`src/rtl/button_event_decoder.sv`:
```
// rtl/button_event_decoder.sv - debounced button level to short/long/repeat events and press count
module button_event_decoder #(
    parameter int unsigned LONG_PRESS_CYCLES = 100_000_000,
    parameter int unsigned REPEAT_CYCLES     = 25_000_000,
    parameter int unsigned CNT_WIDTH         = 8
) (
    input  logic                 clk_i,
    input  logic                 rst_i,
    input  logic                 signal_i,
    output logic                 short_press_o,
    output logic                 long_press_o,
    output logic                 repeat_o,
    output logic                 held_o,
    output logic [CNT_WIDTH-1:0] press_count_o
);

    typedef enum logic [1:0] {
        ST_IDLE    = 2'd0,
        ST_PRESSED = 2'd1,
        ST_LONG    = 2'd2
    } state_t;

    // Timer values at which the long-press and repeat thresholds are reached.
    // The timer counts high samples already seen, so the match is one below
    // the configured cycle count.
    localparam logic [31:0]          LONG_LAST   = 32'(LONG_PRESS_CYCLES - 32'd1);
    localparam logic [31:0]          REPEAT_LAST = 32'(REPEAT_CYCLES - 32'd1);
    localparam logic [CNT_WIDTH-1:0] CNT_ONE     = CNT_WIDTH'(1);

    state_t                 state_q, state_d;
    logic                   prev_q;
    logic [31:0]            timer_q, timer_d;
    logic [CNT_WIDTH-1:0]   count_q, count_d;
    logic                   short_q, short_d;
    logic                   long_q, long_d;
    logic                   repeat_q, repeat_d;
    logic                   held_q, held_d;

    // Next-state and event decode; pulses are produced here and registered below.
    always_comb begin
        state_d  = state_q;
        timer_d  = timer_q;
        count_d  = count_q;
        short_d  = 1'b0;
        long_d   = 1'b0;
        repeat_d = 1'b0;

        case (state_q)
            ST_IDLE: begin
                // Only a genuine low-to-high transition starts a press; prev_q
                // comes out of reset high so a button held through reset is
                // ignored until it has been released once.
                if (signal_i && !prev_q) begin
                    state_d = ST_PRESSED;
                    timer_d = 32'd1;
                    count_d = count_q + CNT_ONE;
                end
            end

            ST_PRESSED: begin
                if (signal_i) begin
                    if (timer_q == LONG_LAST) begin
                        state_d = ST_LONG;
                        timer_d = 32'd0;
                        long_d  = 1'b1;
                    end else begin
                        timer_d = timer_q + 32'd1;
                    end
                end else begin
                    state_d = ST_IDLE;
                    short_d = 1'b1;
                end
            end

            ST_LONG: begin
                // After a long press the timer restarts and paces repeats;
                // releasing from here produces no further event.
                if (signal_i) begin
                    if (timer_q == REPEAT_LAST) begin
                        timer_d  = 32'd0;
                        repeat_d = 1'b1;
                    end else begin
                        timer_d = timer_q + 32'd1;
                    end
                end else begin
                    state_d = ST_IDLE;
                end
            end

            default: begin
                state_d = ST_IDLE;
                timer_d = 32'd0;
            end
        endcase

        // held follows the state register, so it is computed from the next state.
        held_d = (state_d != ST_IDLE);
    end

    // State, timer, counter and registered outputs; reset abandons any press silently.
    always_ff @(posedge clk_i) begin
        if (rst_i) begin
            state_q  <= ST_IDLE;
            prev_q   <= 1'b1;
            timer_q  <= 32'd0;
            count_q  <= '0;
            short_q  <= 1'b0;
            long_q   <= 1'b0;
            repeat_q <= 1'b0;
            held_q   <= 1'b0;
        end else begin
            state_q  <= state_d;
            prev_q   <= signal_i;
            timer_q  <= timer_d;
            count_q  <= count_d;
            short_q  <= short_d;
            long_q   <= long_d;
            repeat_q <= repeat_d;
            held_q   <= held_d;
        end
    end

    assign short_press_o = short_q;
    assign long_press_o  = long_q;
    assign repeat_o      = repeat_q;
    assign held_o        = held_q;
    assign press_count_o = count_q;

endmodule

```
`config.mk`:
```
export PLATFORM = sky130hd
export DESIGN_NAME = button_event_decoder
export DESIGN_NICKNAME = d
export VERILOG_FILES = /design/src/rtl/button_event_decoder.sv
export SDC_FILE = /design/constraint.sdc
export NUM_CORES = 1
export LEC_CHECK = 0
export ABC_AREA = 1
export BUFFER_PORTS_ARGS = -buffer_cell sky130_fd_sc_hd__buf_4
export CELL_PAD_IN_SITES_DETAIL_PLACEMENT = 1
export CELL_PAD_IN_SITES_GLOBAL_PLACEMENT = 1
export CORE_MARGIN = 3
export CORE_UTILIZATION = 46
export DETAILED_ROUTE_END_ITERATION = 10
export GPL_ROUTABILITY_DRIVEN = 0
export PLACE_DENSITY_LB_ADDON = 0.12
export SLEW_MARGIN = 20
export SYNTH_ARGS = -nofsm -noshare
export SYNTH_HDL_FRONTEND = slang
export SYNTH_SLANG_ARGS = --single-unit
```
`constraint.sdc`:
```
create_clock -name clk_i -period 4.86 [get_ports clk_i]
set_input_delay 0.729 -clock clk_i [delete_from_list [all_inputs] [get_ports clk_i]]
set_output_delay 0.729 -clock clk_i [all_outputs]
set_load 0.01 [all_outputs]
```
==> impl_metrics.ini, run 1 <==
[clock_tree]
cts_tree = done
cts.sinks = 47
cts_made_buffers = 5
cts_setup_buffers = 0
hold_buffers = 0
cts_max_level = 2
cts_root_buffer = clkbuf_8
clkTransAtPathRegs_ps = 90
post_cts_resized = 0
cts_buffer_depth = 2
worstSkewPairLatency_ps = 310

[finish]
fin_cells = 496
finalInstanceArea_um2 = 2850
layout-drive-gt1-share_pct = 9.62
final_common_cell = nand2_1
fin_nets = 430
areaGrowthSynthToFinish_pct = 8.90
final_cell_mix = nand2_1 (95), nor2_1 (76), inv_1 (59)
fillers = 780
num_antenna_cells = 0

[synth]
synth-edff-count = 0
synthCells = 411
synthesis.area_um2 = 2620
synth.distinct_cells = 28
syn_nets = 416
async_flop_share_pct = 0
ys_seq_area_share_pct = 36.0
ys_top_cells_by_area = dfxtp_1 (36%), nand2_1 (14%), nor2_1 (11%)
ys_ff_latch = 47
synth_ff_type = dfxtp_1
synth_top_area_share_pct = 36.0
yosysTopAreaCell = dfxtp_1
synth.avg_cell_area_um2 = 6.37
synth_warnings = 0

[place]
post-dp-hpwl_um = 5890
dp_cells = 488
dpl_cell_area_um2 = 2760
numPortBuffers = 14

[power]
comb_power_share_pct = 4.1
p_switching_mw = 0.167
switching_share_pct = 25.2
p_per_area_nw_per_um2 = 234
peakVddDrop_mv = 0.159
p_int_mw = 0.498
p_leak_nw = 1.13
pwr-share-clk_pct = 37.4
seqPwrFrac_pct = 58.5

[setup_path]
cp.arrival_ps = 2230
r2r-start = timer_q[0]
cpPeakStageDelay_ps = 380
reg2reg_to = timer_q[15]
cp_slowest_cell = dfxtp_1
worst-endpoint-required_ps = 5050
r2r_cells = 10
cp_common_cell = nand2_2
critical_path_class = flop to flop
startpoint_type = flop
cp_cell_sequence = ha_1 > nand2_2 > nor2_2 > nand2_2 > inv_1 > nand3_2 > nand2_1 > nand3_2 > nand2_2 > nor2_1
timing.critical_path.max_delay_family = simple AND/OR/NAND/NOR gates
worstPathMaxFanout = 20
ff2ff_setup_slack_ps = 2820
worstSetupEndpointType = flop
worst-path-buf-inv = 1

[job]
maxCapViolations = 0

[sta]
rsz0062_at_grt = no
fin_worst_skew_ps = 8.54
hold_viol = 0
max_freq_mhz = 491
maxSlewViolCount = 0
slew_headroom_pct = 71.1
setup_viol = 0
post-route-period-util_pct = 41.9
setup-tns-final_ps = 0
finalCriticalPeriod_ps = 2040
tightest_slew_ps = 432

[drt]
viasPerCell = 5.24
firstDrtPassIters = 4
drc_errors = 0
ant_nets = 0
wl_per_cell_um = 14.8
wl_um = 7360
vias = 2599
drt_iter0_drc = 138

[global_routing]
grt_max_degree = 21
grtUsageTotal_pct = 24.7
antenna_found_initial = 0
grt_pass1_wl_um = 12600
grt_pass1_vias = 2704
grt_overflow = 0

[floorplan]
die-area_um2 = 6630
core_region_area_um2 = 5300
ios = 15
rows = 26
initial_core_util_pct = 49.3
die_x_um = 81.4
die_h_um = 81.4

[worst_hold_path]
hold_depth = 2
hp-start = timer_q[14]
hold-path-endpoint = timer_q[14]
hp-class = flop to flop

[outcome]
outcome = completed
[logic make-up (layout without fill, tap and decap cells)]
kind of cell,after synthesis,count (layout),synth area share [%]
flip-flops,47,47,36.0
adder cells (fa/ha/maj),2,2,0.956
buffers and inverters,68,83,10.6
AO/OA/AOI/OAI,39,39,7.84
AND/OR/NAND/NOR,243,243,40.6
XOR/XNOR,12,12,4.02
[area by class of cell]
| cell class | count | area (um2) | share of cell area, % |
|---|---|---|---|
| Clock buffer | 6 | 72.6 | 2.55 |
| Clock inverter | 2 | 16.3 | 0.571 |
| Inverter | 61 | 229 | 8.04 |
| Multi-Input combinational cell | 296 | 1400 | 49.1 |
| Sequential cell | 47 | 941 | 33.0 |
| Tap cell | 70 | 87.6 | 3.07 |
| Timing Repair Buffer | 14 | 105 | 3.69 |
[registers in the layout, indices dropped and copies added, names as in the netlist]
register / flops
held_o: 1
long_press_o: 1
press_count_o: 8
prev_q: 1
repeat_o: 1
short_press_o: 1
state_q: 2
timer_q: 32
[cell usage after synthesis (all sizes together), types with 2 or more instances]
library cell / n
a21oi: 22
buf: 3
clkbuf: 4
dfxtp: 47
ha: 2
inv: 61
nand2: 100
nand3: 39
nand4: 7
nor2: 83
nor3: 10
o21ai: 13
xor2: 11
[worst reg2reg max path, cell delays in order, from the launching register on]
cell and delay, ps:
dfxtp_1 380, ha_1 210, nand2_2 80, nor2_2 180, nand2_2 120, inv_1 110
nand3_2 120, nand2_1 120, nand3_2 130, nand2_2 370, nor2_1 90
[layer usage]
layer | vias up | track usage [%] | part of all wire, %
met4 | 0 | 7.43 | 1.4
met5 | - | 0 | 0
li1 | 1318 | - | -
met1 | 1237 | 32.3 | 49
met3 | 8 | 3.29 | 2.6
met2 | 36 | 42.3 | 47
[through the flow]
| step | setup slack [ps] | total power, mW | hold WS [ps] | utilization (%) |
|---|---|---|---|---|
| 2_1_floorplan | 3240 | 0.419 | 463 | - |
| 5_1_grt | 2560 | 0.693 | 551 | 53.7 |
| 3_3_place_gp | 2720 | 0.425 | 481 | 52.1 |
| 3_5_place_dp | 2630 | 0.426 | 498 | 52.1 |
| 4_1_cts | 2800 | 0.672 | 519 | 53.7 |
| 6_report | 2820 | 0.665 | 515 | 53.7 |
[power by group through the flow]
stage,registers [mW],logic (mW),clock network [mW]
floorplan,0.398,0.0205,0
global placement,0.398,0.0264,0
detailed placement,0.398,0.0274,0
CTS,0.389,0.0276,0.255
global route,0.390,0.0308,0.272
finish,0.389,0.0271,0.249
[how the worst max path moves through the flow]
stage	startpoint	to	slack, ps	cells past startpoint
floorplan	signal_i	timer_q[15]	3240	9
global placement	signal_i	timer_q[31]	2720	8
detailed placement	signal_i	timer_q[7]	2630	8
CTS	timer_q[0]	timer_q[14]	2800	10
global route	timer_q[0]	timer_q[27]	2560	10
finish	timer_q[0]	timer_q[15]	2820	10
Note: power is estimated with default switching activity, not from simulation.
==> run 2: changes to the inputs <==
CORE_UTILIZATION = 43   (was 46)
clock period = 2 ns   (was 4.86 ns; I/O delays follow)
==> impl_metrics.ini, run 2 (synthesis results as in run 1) <==
[outcome]
outcome = completed

[sta]
slew_headroom_pct = 64.3
setup_viol = 0
fin_worst_skew_ps = 4.48
rsz0062_at_grt = no
maxSlewViolCount = 0
post-route-period-util_pct = 91.6
max_freq_mhz = 546
setup-tns-final_ps = 0
setup_slack_ps = 167
tightest_slew_ps = 531
hold_viol = 0
finalCriticalPeriod_ps = 1830

[setup_path]
critical_path_class = flop to flop
r2r_cells = 8
reg2reg_to = timer_q[27]
cp.arrival_ps = 2050
ff2ff_setup_slack_ps = 170
worstSetupEndpointType = flop
worst-endpoint-required_ps = 2220
startpoint_type = flop
crit_end = timer_q[27]
r2r-start = timer_q[4]
critPathLaunch = timer_q[4]
worstPathMaxFanout = 5

[drt]
drc_errors = 0
ant_nets = 0
wl_per_cell_um = 14.8
viasPerCell = 5.22
vias = 2646
wl_um = 7480
drt_iter0_drc = 127
firstDrtPassIters = 4

[finish]
fin_nets = 439
final_common_cell = nand2_1
fillers = 807
top_register = timer_q
areaGrowthSynthToFinish_pct = 12.5
final_cell_mix = nand2_1 (95), nor2_1 (75), inv_1 (59)
largest_register_ff_count = 32
num_antenna_cells = 0
fin_cells = 507
layout-drive-gt1-share_pct = 12.4

[power]
p_per_area_nw_per_um2 = 563
p_int_mw = 1.23
p_leak_nw = 1.19
comb_power_share_pct = 5.1
seqPwrFrac_pct = 57.1
switching_share_pct = 25.8
p_switching_mw = 0.429
peakVddDrop_mv = 0.317
p_total_mw = 1.66
pwr-share-clk_pct = 37.9

[global_routing]
grt_pass1_wl_um = 13000
grtUsageTotal_pct = 22.5
antenna_found_initial = 0
grt_pass1_vias = 2712
grt_overflow = 0
grt_max_degree = 18

[clock_tree]
cts_max_level = 2
cts_made_buffers = 5
clkTransAtPathRegs_ps = 100
cts_tree = done
cts_buffer_depth = 2
cts.sinks = 47
hold_buffers = 0
worstSkewPairLatency_ps = 310
cts_root_buffer = clkbuf_8

[floorplan]
die_h_um = 84
rows = 27
ios = 15
core_region_area_um2 = 5710
die_x_um = 84
initial_core_util_pct = 45.8
die-area_um2 = 7060

[job]
maxCapViolations = 0

[worst_hold_path]
hp-class = input port to flop

[place]
numPortBuffers = 14
dp_slack_ps = 178
dp_cells = 499
post-dp-hpwl_um = 5880
-- run 2: worst min path at each step --
stage                     startpoint          endpoint  slack, ps  depth (start not counted)
floorplan                   signal_i            prev_q        420                          2
global placement         timer_q[16]       timer_q[16]        480                          2
detailed placement  press_count_o[3]  press_count_o[3]        500                          1
CTS                         signal_i            prev_q        250                          3
global route                signal_i            prev_q        280                          3
finish                      signal_i            prev_q        250                          3
-- run 2: metal layers --
metal	vias up	routed length (um)	part of all wire (%)	GRT usage (%)
met5	-	0	0	0
met4	0	92	1.2	5.12
met3	9	240	3.2	3.95
met2	37	3660	49	39.2
met1	1265	3490	47	28.9
li1	1335	-	-	-
-- run 2: area by class of cell --
cell class / count / area [um2] / share of cell area, %
clock inverters: 3 / 27.5 / 0.935
inverters: 61 / 229 / 7.78
multi-input cells: 296 / 1400 / 47.6
flip-flops and latches: 47 / 943 / 32.0
clock buffers: 5 / 68.8 / 2.34
well taps: 72 / 90.1 / 3.06
repair buffers: 23 / 185 / 6.29
-- run 2: timing repair --
action                                  CTS  global route
endpoints found under the setup margin    0            20
resized for setup                         0             3
setup buffers                             0             0
-- run 2: power by group through the flow --
stage | sequential, mW | combinational, mW | clock, mW
finish | 0.946 | 0.0841 | 0.628
global route | 0.948 | 0.0948 | 0.683
CTS | 0.946 | 0.0844 | 0.645
detailed placement | 0.968 | 0.0842 | 0
global placement | 0.968 | 0.0822 | 0
floorplan | 0.968 | 0.0498 | 0
-- run 2: metrics by stage --
stage	area [um2]	util, %	hold slack, ps
floorplan	2620	-	417
global placement	2840	49.8	483
detailed placement	2840	49.8	499
CTS	2940	51.5	254
global route	2940	51.6	278
finish	2940	51.6	252
-- run 2: critical path: stages, from the launching register on --
cell and delay [ps]:
dfxtp_1 380, nand2_1 160, nor2_1 300, nand2_1 170, nor3_1 200, nand2_1 150, nor2_1 140, xor2_1 170
nor2_1 50
